`src/rtl/rx_stream_mux.sv`:
```
// ---------------------------------------------------------------------------
// rx_stream_mux
//
// Multi-channel RX sample serializer. It sits between the read side of the
// per-channel RX complex FIFOs and the byte-wide SMI output path. It picks one
// channel FIFO at a time (round-robin or fixed priority), pulls one
// SAMPLE_W-bit I/Q word, and sends it as SAMPLE_W/BUS_W beats over a
// valid/ready stream. The most significant beat goes first.
//
// Parameters
//   NUM_CH    number of RX channels (1..8)
//   SAMPLE_W  FIFO word width (multiple of BUS_W)
//   BUS_W     output beat width
//
// Ports
//   i_sys_clk     system clock
//   i_rst_b       asynchronous active-low reset
//   i_ch_en       per-channel enable; disabled channels are never pulled
//   i_mode        0 = round-robin, 1 = fixed priority (lowest index wins)
//   o_fifo_pull   one-hot, single-cycle pull strobe to the channel FIFOs
//   i_fifo_data   FIFO read data, channel k at [k*SAMPLE_W +: SAMPLE_W]
//   i_fifo_empty  FIFO empty flags
//   o_data        current beat
//   o_valid       beat valid
//   i_ready       sink accepts the beat when o_valid & i_ready
//   o_first       first beat of a sample
//   o_last        last beat of a sample
//   o_ch          channel index of the sample being emitted
//   o_busy        engine is not idle
//   o_sample_cnt  completed samples since reset (wraps)
// ---------------------------------------------------------------------------
module rx_stream_mux #(
    parameter int NUM_CH   = 2,
    parameter int SAMPLE_W = 32,
    parameter int BUS_W    = 8,
    localparam int BEATS   = SAMPLE_W / BUS_W,
    localparam int CH_W    = (NUM_CH > 1) ? $clog2(NUM_CH) : 1
) (
    input  logic                       i_sys_clk,
    input  logic                       i_rst_b,
    input  logic [NUM_CH-1:0]          i_ch_en,
    input  logic                       i_mode,
    output logic [NUM_CH-1:0]          o_fifo_pull,
    input  logic [NUM_CH*SAMPLE_W-1:0] i_fifo_data,
    input  logic [NUM_CH-1:0]          i_fifo_empty,
    output logic [BUS_W-1:0]           o_data,
    output logic                       o_valid,
    input  logic                       i_ready,
    output logic                       o_first,
    output logic                       o_last,
    output logic [CH_W-1:0]            o_ch,
    output logic                       o_busy,
    output logic [15:0]                o_sample_cnt
);

    localparam int CNT_W = (BEATS > 1) ? $clog2(BEATS) : 1;

    typedef enum logic [1:0] {
        ST_IDLE  = 2'd0,
        ST_WAIT  = 2'd1,
        ST_SHIFT = 2'd2
    } state_t;

    state_t                state_q;
    state_t                state_d;
    logic                  run_q;       // low from reset until the first clock edge after release
    logic [CH_W-1:0]       ch_q;        // channel of the sample in flight
    logic [CH_W-1:0]       last_ch_q;   // channel of the last completed sample
    logic [CNT_W-1:0]      beat_q;
    logic [15:0]           cnt_q;
    logic [SAMPLE_W-1:0]   shift_q;

    logic [NUM_CH-1:0]     cand;
    logic [CH_W-1:0]       sel;
    logic                  sel_vld;
    logic                  pull_go;
    logic                  hs;
    logic                  last_beat;
    logic [SAMPLE_W-1:0]   word;

    assign cand      = i_ch_en & ~i_fifo_empty;
    assign hs        = (state_q == ST_SHIFT) && i_ready;
    assign last_beat = (beat_q == CNT_W'(BEATS - 1));

    // -- arbitration: choose the channel to pull while idle --
    // Round-robin walks offsets 1..NUM_CH past last_ch_q. The offset is
    // matched against each channel with two constant compares rather than a
    // modulo, so the scan stays a flat priority chain.
    always_comb begin
        sel     = '0;
        sel_vld = 1'b0;
        if (i_mode) begin
            for (int k = 0; k < NUM_CH; k++) begin
                if (!sel_vld && cand[k]) begin
                    sel_vld = 1'b1;
                    sel     = CH_W'(k);
                end
            end
        end else begin
            for (int j = 1; j <= NUM_CH; j++) begin
                for (int k = 0; k < NUM_CH; k++) begin
                    if (!sel_vld && cand[k] &&
                        ((int'(last_ch_q) + j == k) ||
                         (int'(last_ch_q) + j == k + NUM_CH))) begin
                        sel_vld = 1'b1;
                        sel     = CH_W'(k);
                    end
                end
            end
        end
    end

    // -- next-state and pull strobe --
    always_comb begin
        state_d     = state_q;
        pull_go     = 1'b0;
        o_fifo_pull = '0;
        case (state_q)
            ST_IDLE: begin
                if (run_q && sel_vld) begin
                    pull_go     = 1'b1;
                    o_fifo_pull = NUM_CH'(1) << sel;
                    state_d     = ST_WAIT;
                end
            end
            ST_WAIT: begin
                state_d = ST_SHIFT;
            end
            ST_SHIFT: begin
                if (hs && last_beat) begin
                    state_d = ST_IDLE;
                end
            end
            default: begin
                state_d = ST_IDLE;
            end
        endcase
    end

    // -- read-data select: the FIFO word of the pulled channel is valid in WAIT --
    always_comb begin
        word = '0;
        for (int k = 0; k < NUM_CH; k++) begin
            if (ch_q == CH_W'(k)) begin
                word = i_fifo_data[k*SAMPLE_W +: SAMPLE_W];
            end
        end
    end

    // -- control registers --
    always_ff @(posedge i_sys_clk or negedge i_rst_b) begin
        if (!i_rst_b) begin
            state_q   <= ST_IDLE;
            run_q     <= 1'b0;
            ch_q      <= '0;
            last_ch_q <= CH_W'(NUM_CH - 1);
            beat_q    <= '0;
            cnt_q     <= '0;
        end else begin
            state_q <= state_d;
            run_q   <= 1'b1;
            if (pull_go) begin
                ch_q <= sel;
            end
            if (state_q == ST_WAIT) begin
                beat_q <= '0;
            end else if (hs && !last_beat) begin
                beat_q <= beat_q + CNT_W'(1);
            end
            if (hs && last_beat) begin
                last_ch_q <= ch_q;
                cnt_q     <= cnt_q + 16'd1;
            end
        end
    end

    // -- sample shift register: the current beat always sits in the top BUS_W bits --
    always_ff @(posedge i_sys_clk) begin
        if (state_q == ST_WAIT) begin
            shift_q <= word;
        end else if (hs && !last_beat) begin
            shift_q <= shift_q << BUS_W;
        end
    end

    // -- outputs: decoded from registered state only --
    // o_data is gated by the state, so it reads zero in reset and while idle
    // even though the shift register itself is not reset.
    assign o_valid      = (state_q == ST_SHIFT);
    assign o_data       = o_valid ? shift_q[SAMPLE_W-1 -: BUS_W] : '0;
    assign o_first      = o_valid && (beat_q == '0);
    assign o_last       = o_valid && last_beat;
    assign o_ch         = ch_q;
    assign o_busy       = (state_q != ST_IDLE);
    assign o_sample_cnt = cnt_q;

endmodule
```
`config.mk`:
```
export PLATFORM = sky130hd
export DESIGN_NAME = rx_stream_mux
export DESIGN_NICKNAME = d
export VERILOG_FILES = /design/src/rtl/rx_stream_mux.sv
export SDC_FILE = /design/constraint.sdc
export NUM_CORES = 1
export LEC_CHECK = 0
export CORE_ASPECT_RATIO = 1.4
export CORE_MARGIN = 5
export CORE_UTILIZATION = 45
export CTS_CLUSTER_SIZE = 12
export DETAILED_ROUTE_END_ITERATION = 12
export GPL_TIMING_DRIVEN = 0
export PLACE_DENSITY_LB_ADDON = 0.15
export SLEW_MARGIN = 20
export SYNTH_ARGS = -nofsm -noshare
export SYNTH_HDL_FRONTEND = slang
export SYNTH_SLANG_ARGS = --single-unit
```
`constraint.sdc`:
```
create_clock -name i_sys_clk -period 7.37 [get_ports i_sys_clk]
set_clock_uncertainty 0.1 [all_clocks]
set_input_delay 2.211 -clock i_sys_clk [delete_from_list [all_inputs] [get_ports i_sys_clk]]
set_output_delay 2.211 -clock i_sys_clk [all_outputs]
set_load 0.01 [all_outputs]
```
; ---- Word-level counts from Yosys, hierarchy flattened
; Index checks and enable logic that the tools add are counted.
[totals]
regBits = 55
out_inout_bits = 31
[op_classes]
n_addsub = 4
n_eq_ne = 11
n_shift = 1
mux = 29
bitwise = 2
reduce_logical = 30
[op_table]
columns = cell, count
row1 = 2-to-1 mux 32 bit, 3
row2 = "== test 32 x 2 -> 1 bit, second input constant", 2
row3 = "== test 32 x 3 -> 1 bit, second input constant", 2
row4 = zero test 32 bit, 2
row5 = 2-to-1 mux 1 bit, 18
row6 = "adder 16 x 1 -> 16 bit, second input constant", 1
row7 = logical AND 1 bit, 14
row8 = 2-to-1 mux 2 bit, 6
row9 = 2-to-1 mux 8 bit, 1
row10 = "== test 2 bit, second input constant", 3
row11 = case mux 2 bit (3 select lines), 1
row12 = zero test 1 bit, 5
row13 = zero test 2 bit, 2
row14 = logical OR 1 bit, 4
row15 = nonzero test 2 bit, 2
row16 = "adder 1 x 2 -> 3 bit, second input constant", 1
row17 = "== test 3 x 2 -> 1 bit, second input constant", 1
row18 = "adder 1 x 1 -> 2 bit, second input constant", 1
row19 = "adder 2 x 1 -> 2 bit, second input constant", 1
row20 = bitwise AND 2 bit, 1
row21 = "== test 2 x 1 -> 1 bit, second input constant", 1
row22 = "inequality test 2 x 1 -> 1 bit, second input constant", 1
row23 = "inequality test 2 bit, second input constant", 1
row24 = inverter 2 bit, 1
row25 = 2 further kinds, 2

; ---- Logic depth before layout (Yosys ltp)
[depth]
depth_word = 24
depth_mapped = 6

; ---- Least setup slack after synthesis
; Ideal clock, no wire load.
[synth_timing]
path_kind = input to output
startpoint = in i_ch_en[1]
endpoint = out o_fifo_pull[0]
arrival_time_ns = 2.740
setup_slack_ns = 2.319
path_stages = 3
n_path_buf = 0
cell_sequence = nor2b_1 o211ai_1 a21oi_1
[synth_via]
elab_chain_len = 18
elab_cells_between_ends = 26
cone_classes = shift (1) / mux (14) / bitwise (1) / reduce/logical (10)
[synth_rtl]
columns = element, line
row1 = "start, declared", 41  ; input logic [NUM_CH-1:0] i_ch_en,
row2 = bitwise AND 2 bit (*), 81  ; assign cand = i_ch_en & ~i_fifo_empty;
row3 = logical AND 1 bit (2 in series), 102  ; if (!sel_vld && cand[k] &&
row4 = 2-to-1 mux 1 bit, 102
row5 = 2-to-1 mux 1 bit, 92  ; if (i_mode) begin
row6 = zero test 1 bit, 102
row7 = logical AND 1 bit (2 in series), 102
row8 = 2-to-1 mux 1 bit, 102
row9 = 2-to-1 mux 1 bit, 92
row10 = zero test 1 bit, 102
row11 = logical AND 1 bit (2 in series), 102
row12 = 2-to-1 mux 1 bit, 102
row13 = 2-to-1 mux 1 bit, 92
row14 = left shift 1 x 1 -> 2 bit or logical AND 1 bit (tied branches), "122, 120"
row15 = 2-to-1 mux 2 bit (*), 120  ; if (run_q && sel_vld) begin
row16 = 2-to-1 mux 2 bit (*), 118  ; case (state_q)
row17 = "end, declared", 43  ; output logic [NUM_CH-1:0] o_fifo_pull,
; Every way passes the cells marked *; elsewhere a longest branch is shown, timed or not. The select of a mux whose other input is x is not followed.

; ---- Worst setup path after layout
; Ends and elaborated chain as after synthesis.

==> results.sh <==
export IMPL_status="completed"
export IMPL_rows=33
export IMPL_p_per_area_mw_per_mm2=269.3
export IMPL_fillers=498
export IMPL_ys_types=33
export IMPL_design_die_area_mm2=0.007765
export IMPL_fin_nets=425
export IMPL_ff_latch_area_mm2=0.001538
export IMPL_rr_startpoint="state_q[1]$_DFFE_PN0P_"
export IMPL_final_cells=421
export IMPL_start_util_pct=46.37
export IMPL_die_w_um=75.92
export IMPL_critical_path_max_stage_delay_ps=570
export IMPL_grt_pass1_vias=2190
export IMPL_setup_viol=0
export IMPL_routed_wirelength_um=6297
export IMPL_min_period_ps=6061
export IMPL_overflow=0
export IMPL_drt_pass1_iter_count=4
export IMPL_cts_sinks=55
export IMPL_cp_data_arrival_time_ps=3750
export IMPL_whs_ps=361.5
export IMPL_drc=0
export IMPL_rsz0062_at_grt="false"
export IMPL_antenna_found_initial=0
export IMPL_worstSkewPairLatency_ps=300
export IMPL_required_ps=5060
export IMPL_routed_via_density=5.005
export IMPL_cp_slowest_cell="clkdlybuf4s50_1"
export IMPL_r2r_end="shift_q[3]$_SDFFCE_PN0P_"
export IMPL_multi_input_area_mm2=0.001126
export IMPL_ant_nets=0
export IMPL_fin_tns_setup_ps=0
export IMPL_ys_warn_count=0
export IMPL_routabilityCongestion=0.7450
export IMPL_cts_root_buf="clkbuf_8"
export IMPL_fmax_mhz=165.0
export IMPL_post_place_ws_ps=1328
export IMPL_crit_buf_inv=2
export IMPL_syn_nets=316
export IMPL_track_usage_pct=16.40
export IMPL_crit_top_cell="clkdlybuf4s50_1"
export IMPL_path_class="input pin to output port"
export IMPL_path_cells="clkdlybuf4s50_1 > nor2b_1 > o211ai_1 > a21oi_1 > clkdlybuf4s50_1"
export IMPL_cp_max_fo=3
export IMPL_holdPathEnd="last_ch_q$_DFFE_PN1P_"
export IMPL_worst_slack_ps=1309
export IMPL_worst_pin_slew_ps=737.6
export IMPL_leakage_nw=1.684
export IMPL_syn_area_mm2=0.002738
export IMPL_wire_per_inst_um=14.96
export IMPL_start_kind="input pin"
export IMPL_ys_ff_latch=55
export IMPL_ctsHoldBuffers=0
export IMPL_max_slew_margin_pct=50.65
export IMPL_ys_seq_area_share_pct=56.17
export IMPL_antennaDiodeCount=0
export IMPL_numCtsBuffers=5
export IMPL_holdPathStages=2
export IMPL_min_delay_start="last_ch_q$_DFFE_PN1P_"
export IMPL_netlist_instances=241
export IMPL_final_period_utilization_pct=82.24
export IMPL_path_clk_slew_ps=90
export IMPL_crit_family="buffers and inverters"
export IMPL_drtIter0Drc=100
export IMPL_critPathCaptureType="output port"
export IMPL_cts_tree="built"
export IMPL_cts_resized=0
export IMPL_core_mm2=0.005904
export IMPL_area_growth_pct=44.33
export IMPL_h_tree_depth=2
export IMPL_max_cap_violations=0
export IMPL_dp_final_hpwl_um=4928
export IMPL_grt_pass1_wl_um=10280
export IMPL_final_area_mm2=0.003951
export IMPL_grt_max_degree=33
export IMPL_drv_slew=0
export IMPL_finalHoldViolations=0
export IMPL_ir_worst_vdd_mv=0.1805
export IMPL_reg2reg_slack_ps=5100
export IMPL_pin_count=103
export IMPL_drive_gt1_share_pct=6.838
export IMPL_dpl_cell_area_mm2=0.003849
export IMPL_die_y_um=102.3
export IMPL_cts_setup_buffers=0
export IMPL_syn_area_per_cell_um2=11.36
export IMPL_vias=2107
export IMPL_synthTopCellsByArea="edfxtp_1, dfrtp_1, mux2i_1"
export IMPL_dp_cells=413
export IMPL_io_buffers=102
export IMPL_cts_buffer_depth=2
export IMPL_yosys_area_top_type="edfxtp_1"
export IMPL_reg2reg_depth=5
export IMPL_hold_path_class="flop to flop"
export IMPL_synth_top_area_share_pct=35.10
[logic make-up (layout without fill, tap and decap cells)]
group / count (synthesis) / after routing / share of synthesized area (%)
other: 1 / 1 / 0.1370
flip-flops: 55 / 55 / 56.17
XOR/XNOR: 15 / 15 / 4.799
AO/OA/AOI/OAI: 32 / 32 / 6.261
multiplexers: 33 / 33 / 12.07
AND/OR/NAND/NOR: 86 / 86 / 16.41
adder cells (fa/ha/maj): 3 / 3 / 1.371
buffers and inverters: 16 / 126 / 2.787
[layout make-up]
type                    instances  area share, %
plain buffers                  12          1.552
clock buffers                   5          1.742
clock inverters                 3         0.9816
inverters                       4         0.3800
multi-input cells             170          28.50
flip-flops and latches         55          38.92
well taps                      70          2.217
repair buffers                102          25.71
[sequential cells by signal, summed over array words and instances, names as in the netlist]
signal        flops
shift_q          32
o_sample_cnt     16
beat_q            2
state_q           2
last_ch_q         1
o_ch              1
run_q             1
[cell usage after synthesis, drive strengths merged]
master	number
and2b	1
nand2b	1
xnor2	10
or2	1
edfxtp	32
nand4	3
xor2	5
nand3	4
nand4b	1
dfrtp	22
clkbuf	4
a21o	1
and4	3
nor2b	2
a21oi	1
nor3	3
and3	3
o211ai	1
dfstp	1
nor2	12
inv	4
nand2	41
o22a	1
and2	10
conb	1
ha	3
o22ai	2
or2b	1
o21ai	26
buf	8
mux2i	33
[where the power goes]
group          internal [W]  switching, W
combinational      0.000206      0.000209
clock             0.0000996     0.0000951
sequential         0.000427     0.0000280
[tightest hold or removal path, cell delays in order, from the launching register on]
cell     delay, ps
dfstp_2        380
nand2_1         50
nand2_1         40
[cells in the final DEF, fill, tap and decap left out, types with 2 or more instances in the layout]
cell type        synthesis  final
mux2i_1                 33     33
edfxtp_1                32     32
nor3_4                   2      2
ha_1                     3      3
clkbuf_8                 0      5
nor2_1                  12     12
inv_1                    4      4
and4_1                   3      3
buf_2                    7      8
xnor2_1                 10     10
and3_1                   3      3
nand3_1                  4      4
dfrtp_1                 22     22
and2_1                  10     10
nand2_1                 41     40
o22ai_1                  2      2
clkdlybuf4s50_1          0    101
o21ai_0                 26     26
nand4_1                  3      3
nor2b_1                  2      2
xor2_1                   5      5
clkbuf_1                 4      4
[stage by stage]
stage | util [%] | power, W
finish | 66.92 | 0.001064
global route | 66.92 | 0.001134
CTS | 67.01 | 0.001081
detailed placement | 65.18 | 0.0008853
global placement | 65.14 | 0.0008699
floorplan | - | 0.0007070
[worst max path at each step]
stage                    start             end  slack [ps]  cells after the start
global route        i_ch_en[1]  o_fifo_pull[0]        1230                      5
global placement    i_ch_en[1]  o_fifo_pull[0]        1360                      5
finish              i_ch_en[1]  o_fifo_pull[0]        1310                      5
CTS                 i_ch_en[1]  o_fifo_pull[0]        1320                      5
detailed placement  i_ch_en[1]  o_fifo_pull[0]        1330                      5
floorplan           i_ch_en[1]  o_fifo_pull[0]        2320                      3
[layer usage]
layer	part of all wire [%]	track usage (%)	vias up
li1	-	-	1056
met1	42	19.33	979
met2	52	29.62	67
met3	5.8	4.145	5
met4	1.0	4.521	0
met5	0	0	-
Note: power is estimated with default switching activity, not from simulation.
